### config.mk
export PLATFORM = sky130hd
export DESIGN_NAME = conv_feeder
export DESIGN_NICKNAME = d
export VERILOG_FILES = /design/src/rtl/conv_feeder.sv
export SDC_FILE = /design/constraint.sdc
export NUM_CORES = 1
export LEC_CHECK = 0
export ABC_AREA = 1
export CAP_MARGIN = 20
export CORE_MARGIN = 3
export CORE_UTILIZATION = 38
export CTS_CLUSTER_DIAMETER = 100
export DETAILED_ROUTE_END_ITERATION = 12
export PLACE_DENSITY = 0.76
export SLEW_MARGIN = 0
export SYNTH_ARGS = -nofsm -noshare
export SYNTH_HDL_FRONTEND = slang
export SYNTH_SLANG_ARGS = --single-unit
### constraint.sdc
create_clock -name clk -period 1.5 [get_ports clk]
set_input_delay 0.45 -clock clk [delete_from_list [all_inputs] [get_ports clk]]
set_output_delay 0.45 -clock clk [all_outputs]
set_load 0.005 [all_outputs]
### src/rtl/conv_feeder.sv
// conv_feeder: builds a sliding sample window per kernel frame and presents it on a valid/ready port.
package Conv;
  parameter int LEN = 4;
  parameter int WIDTH = 16;
  typedef logic [LEN-1:0][WIDTH-1:0] data_vector;
endpackage

module conv_feeder (
  input  logic                   clk,
  input  logic                   rst,
  input  Conv::data_vector       kernel_in,
  input  logic                   kernel_valid,
  output logic                   kernel_ready,
  input  logic [Conv::WIDTH-1:0] sample,
  input  logic                   sample_last,
  input  logic                   sample_valid,
  output logic                   sample_ready,
  output Conv::data_vector       kernel,
  output Conv::data_vector       data,
  output logic                   out_valid,
  input  logic                   out_ready,
  output logic                   short_frame
);
  localparam int CW = $clog2(Conv::LEN + 1);
  typedef enum logic [1:0] {LOAD_K, FILL, EMIT} state_t;
  state_t state, state_n;
  logic [CW-1:0] count;
  logic last_flag, k_hs, s_hs, o_hs, full;
  assign k_hs = kernel_valid & kernel_ready;
  assign s_hs = sample_valid & sample_ready;
  assign o_hs = out_valid & out_ready;
  assign full = count == CW'(Conv::LEN - 1);
  // rst gates the handshake outputs so a pending window vanishes in the reset cycle itself
  always_comb begin
    kernel_ready = ~rst & (state == LOAD_K);
    out_valid = ~rst & (state == EMIT);
    sample_ready = ~rst & ((state == FILL) | ((state == EMIT) & out_ready & ~last_flag));
  end
  always_comb begin
    state_n = state;
    case (state)
      LOAD_K: state_n = k_hs ? FILL : LOAD_K;
      FILL: state_n = !s_hs ? FILL : full ? EMIT : sample_last ? LOAD_K : FILL;
      EMIT: state_n = !o_hs ? EMIT : last_flag ? LOAD_K : s_hs ? EMIT : FILL;
      default: state_n = LOAD_K;
    endcase
  end
  always_ff @(posedge clk) begin
    if (rst) begin
      state <= LOAD_K;
      count <= '0;
      last_flag <= 1'b0;
      kernel <= '0;
      data <= '0;
      short_frame <= 1'b0;
    end else begin
      state <= state_n;
      short_frame <= (state == FILL) & s_hs & ~full & sample_last;
      if (s_hs) data <= {sample, data[Conv::LEN-1:1]};
      if (state == LOAD_K && k_hs) begin
        kernel <= kernel_in;
        count <= '0;
        last_flag <= 1'b0;
      end
      if (state == FILL && s_hs) begin
        count <= full ? count + CW'(1) : sample_last ? '0 : count + CW'(1);
        if (full) last_flag <= sample_last;
      end
      // a window taken without a new sample drops back to FILL one sample short of full
      if (state == EMIT && o_hs) begin
        if (last_flag) begin
          count <= '0;
          last_flag <= 1'b0;
        end else if (s_hs) last_flag <= sample_last;
        else count <= CW'(Conv::LEN - 1);
      end
    end
  end
endmodule

After elaboration in Yosys (flattened, before gate mapping):

Index checks and enable logic that the tools add are counted.

* input port bits: 86
* memories: 0
* bits in writable memories: 0
* memory bits (read-only): 0
* output and inout bits: 132
* word-level logic and storage cells: 56
* latch bits: 0
* flip-flop bits (word level): 135

* div/mod/pow operators: 0
* multiply operators: 0
* $lt $le $gt $ge: 0
* eq/ne operators: 3
* bitwise gates (word level): 15
* muxes and demuxes: 21
* shift-type cells: 0
* reduce and logical (&&, ||, !) cells: 4
* add/sub/neg operators: 1

Operators with widths (number)
* 3-bit two-way mux: 7
* 1-bit AND: 11
* 2-bit two-way mux: 5
* 1-bit two-way mux: 8
* 2-bit one-hot mux with 3 select lines: 1
* 3-bit by 1-bit adder with 3-bit output (second input constant): 1
* 3-bit by 2-bit equality test with 1-bit output (second input constant): 1
* 1-bit logical AND: 3
* 1-bit NOT: 3
* 2-bit by 1-bit equality test with 1-bit output (second input constant): 1
* 2-bit equality test (second input constant): 1
* 2-bit logical NOT: 1
* 1-bit bitwise OR: 1

Depth between registers and ports, before layout:

* depth after elaboration: 11
* mapped depth: 10
* mapped depth without buffers: 9

Worst setup path before layout:

OpenSTA, ideal clock, no wires.

* kind: input -> register
* from: in rst
* to: reg data[0] (netlist name)
* cell stages on the path: 9
* data required time: 1.387 ns
* arrival time: 1.369 ns
* setup slack: 0.017 ns
* buffers on the path: 3
* library setup time: 0.113 ns
* cell sequence: buf_6 nor2_2 nand3_1 nand2_2 nand2_2 buf_6 buf_6 o21ai_1 nor2_1

* word-level cells in the longest chain between the ends: 3

RTL lines
* from (decl): RTL line 10 `input logic rst,`
* 1-bit NOT: RTL line 37 `sample_ready = ~rst & ((state == FILL) | ((state == EMIT) & out_ready & ~last_flag));`
* 1-bit AND: RTL line 37
* named net sample_ready: RTL line 17 `output logic sample_ready,`
* 1-bit AND: RTL line 30 `assign s_hs = sample_valid & sample_ready;`
* to (signal assigned): RTL line 59 `if (s_hs) data <= {sample, data[Conv::LEN-1:1]};`
* to (decl): RTL line 19 `output Conv::data_vector data,`

The timed path passes the listed nets, and every way through them passes these cells.
A chain may end at the register's enable or synchronous reset.

Final worst setup path:

* from: in out_ready
* to: out sample_ready

* word-level cells in the longest chain between the ends: 4

RTL lines
* from (decl): RTL line 21 `input logic out_ready,`
* 1-bit AND (2 in a row): RTL line 37
* 1-bit bitwise OR: RTL line 37
* 1-bit AND: RTL line 37
* to (decl): RTL line 17

Every way passes these cells.

==> run_results.csv <==
group,metric,value,unit
drt,drt_first_iter_violations,356,
floorplanning,io_pins,218,
timing,max_freq,611,MHz
critical_path,cp-end-kind,"output pin",
layout,antenna_cells,0,
yosys,synth_area,4940,sq um
timing,setup_violations,3,
layout,drive_gt1_frac,0.156,
clock_network,tritoncts,"done",
power_and_ir_drop,total_power,9.10,mW
power_and_ir_drop,vdd_drop_max,0.678,mV
clock_network,cts_root_buf,"clkbuf_16",
clock_network,clockBufferDepth,2,
floorplanning,core,12700,sq um
timing,drv_slew,0,
outcome,run_status,"complete, but fails checks",
clock_network,clkSinkCount,135,
timing,skew,0.00635,ns
yosys,avgSynthCellArea,7.86,sq um
yosys,ys_ff_latch,135,
drt,wl,15.4,mm
critical_path,reg2reg_from,"state[0]",
critical_path,cpPeakStageDelay,0.20,ns
timing,fin_ws,-0.135,ns
drt,viasPerCell,4.71,
drt,drtPass1Iterations,4,
placed_design,placement.io_buffers,217,
global_route,grt_max_degree,66,
layout,num-nets-final,958,
clock_network,htree_levels,4,
clock_network,clk_pin_slew,0.05,ns
layout,final_area,8180,sq um
global_route,grt_pass1_vias,4598,
power_and_ir_drop,leakagePower,3.64,nW
min_path,whs_path_depth,3,
yosys,ys_warn_count,0,
critical_path,cp_cell_sequence,"dlygate4sd2_1 > inv_1 > nor2_2 > nand3_1 > nand2_2 > buf_6",
placed_design,placed_area,7450,sq um
drt,vias,4964,
critical_path,crit_arrival,1.19,ns
min_path,hold_start,"rst",
floorplanning,start_util,0.390,
global_route,grtUsageTotal,0.203,
timing,period_share,1.09,
critical_path,r2r_cells,11,
clock_network,clk_latency,0.42,ns
timing,worst_slew_pin_slew,0.688,ns
timing,rsz0062_at_grt,"yes",
placed_design,gp_congestion,0.802,
critical_path,rr_endpoint,"count[1]",
layout,fin_cells,1055,
yosys,syn_inst,628,
critical_path,critPathSlowestCell,"dlygate4sd2_1",
timing,slew_headroom,0.541,
floorplanning,dieArea,14400,sq um
clock_network,cts_buffers,17,
critical_path,critPathMaxFanout,2,
drt,drc_errors,0,
yosys,synth_nets,716,
critical_path,worst_path_dominant_cell_family,"simple AND/OR/NAND/NOR gates",
outcome,violations,"setup timing",
critical_path,worstSetupPathType,"in2out",
min_path,hold_class,"in2reg",
yosys,synth-seq-area-share,0.547,
placed_design,place_inst,1007,
critical_path,cp.required,1.05,ns
global_route,antenna_found_initial,0,
floorplanning,num_rows,41,
global_route,grt_first_pass_wirelength,23.4,mm
placed_design,dp_hpwl,10.1,mm
drt,drtAntennaViolNets,0,
drt,routedWlPerCell,14.6,um
global_route,grt.overflow.total,0,
timing,fin_crit,1.64,ns
timing,hold_violations,0,
job,maxCapViolations,0,
layout,synthToLayoutAreaGrowth,65.7,%
yosys,synth_cell_type_count,23,
power_and_ir_drop,p_per_area,1110,nW/um^2
floorplanning,die_y,120,um
critical_path,rrSetupSlack,0.02,ns
critical_path,critPathLaunchType,"primary input",
min_path,worst_hold_path.endpoint,"last_flag",
floorplanning,die_x,120,um
critical_path,critPathBufInv,3,
==> Yosys cell counts <==
library cell,count,share of area
nor2_1,136,0.10
dfxtp_1,135,0.55
nand2_1,80,0.061
nand3_1,70,0.071
a21oi_1,65,0.066
o21ai_1,40,0.041
o21ai_0,24,0.024
clkbuf_1,23,0.017
inv_1,12,0.0091
buf_2,9,0.0091
buf_4,6,0.0091
buf_6,6,0.014
buf_1,5,0.0038
nand4_1,3,0.0038
a31oi_1,2,0.0025
ha_1,2,0.0051
nand2_2,2,0.0025
nor2_2,2,0.0025
nor3_1,2,0.0020
inv_4,1,0.0013
nand3_2,1,0.0020
o31ai_1,1,0.0015
or2_2,1,0.0013
==> metrics by stage <==
| stage | util | TNS, ns | setup WS (ns) | hold WS (ns) |
|---|---|---|---|---|
| after floorplan | - | 0 | 0.0174 | 0.461 |
| after global placement | 0.588 | -44.01 | -0.710 | 0.451 |
| after detailed placement | 0.588 | -47.56 | -0.739 | 0.455 |
| after CTS | 0.635 | -0.348 | -0.140 | 0.386 |
| after global routing | 0.646 | -1.52 | -0.193 | 0.405 |
| final | 0.646 | -0.322 | -0.135 | 0.399 |
==> cells by family after synthesis <==
family / share of synthesized area
AND/OR/NAND/NOR: 0.249
flip-flops: 0.547
AO/OA/AOI/OAI: 0.135
buffers and inverters: 0.0636
adder cells (fa/ha/maj): 0.00507
==> worst max path at each step <==
stage	from	end	slack, ns	depth (start not counted)
final	out_ready	sample_ready	-0.14	6
after floorplan	rst	data[0]	0.02	9
after global routing	last_flag	sample_ready	-0.19	4
after CTS	state[0]	sample_ready	-0.14	4
after global placement	out_ready	sample_ready	-0.71	6
after detailed placement	out_ready	sample_ready	-0.74	6
==> placed cells by master (no fill, tap or decap), types with 2 or more instances in the layout <==
cell             Yosys  final
a31oi_1              2      2
nor2_1             136    133
nand4_1              3      3
clkbuf_16            0     19
nor2_4               0      2
clkbuf_2             0      2
clkdlybuf4s15_1      0     18
buf_4                6     42
dfxtp_4              0      2
nor2_2               2      3
nand2_2              2      2
clkinvlp_4           0      2
inv_1               12     11
nand2_1             80     79
dlygate4sd2_1        0    108
a21oi_1             65     65
o21ai_0             24     19
o21ai_1             40     45
clkbuf_8             0      5
clkdlybuf4s15_2      0      2
clkdlybuf4s50_1      0     81
buf_6                6      4
dfxtp_2              0     28
dfxtp_1            135    105
buf_12               0      8
buf_2                9      4
clkinv_2             0      2
nand3_1             70     70
bufinv_16            0      3
clkbuf_1            23      3
==> worst reg2reg max path: cells and delay by family, from the launching register on <==
kind                   cells  cell delay (ns)
buffers and inverters      5             0.61
flip-flops                 1             0.36
AND/OR/NAND/NOR            5             0.36
AO/OA/AOI/OAI              1             0.04
==> where the power goes <==
part           switching [mW]  internal, mW  total, mW  leakage, nW
sequential             0.0763          3.73       3.81         1.11
clock                    1.47          2.83       4.30        0.299
combinational           0.456         0.538      0.994         2.23
total                    2.00          7.10       9.10         3.64
==> sequential cells by signal (all words and copies together) (netlist names) <==
| register | count |
|---|---|
| data | 64 |
| kernel | 64 |
| count | 3 |
| state | 2 |
| last_flag | 1 |
| short_frame | 1 |
==> per-layer routing <==
layer / routed length, um / up-vias / GRT usage
met4: 378 / 0 / 0.0909
met3: 702 / 27 / 0.0518
met2: 7580 / 121 / 0.329
met5: 0 / - / 0
li1: - / 2559 / -
met1: 6750 / 2257 / 0.254
==> timing repair <==
action | CTS | global route
endpoints found under the setup margin | 202 | 115
pin swaps | 5 | 2
hold endpoints to repair | 0 | 0
resized for setup | 176 | 47
cloned | 0 | 3
setup buffers | 13 | 1
hold buffers | 0 | 0
==> area by class of cell <==
cell class | instances | area (sq um)
clock buffers | 25 | 505
clock inverters | 7 | 115
fillers | 1107 | 4490
inverters | 13 | 56.3
multi-input cells | 431 | 1970
flip-flops and latches | 135 | 2750
well taps | 172 | 215
repair buffers | 272 | 2570
No activity file was read; power rests on OpenSTA's default activity.
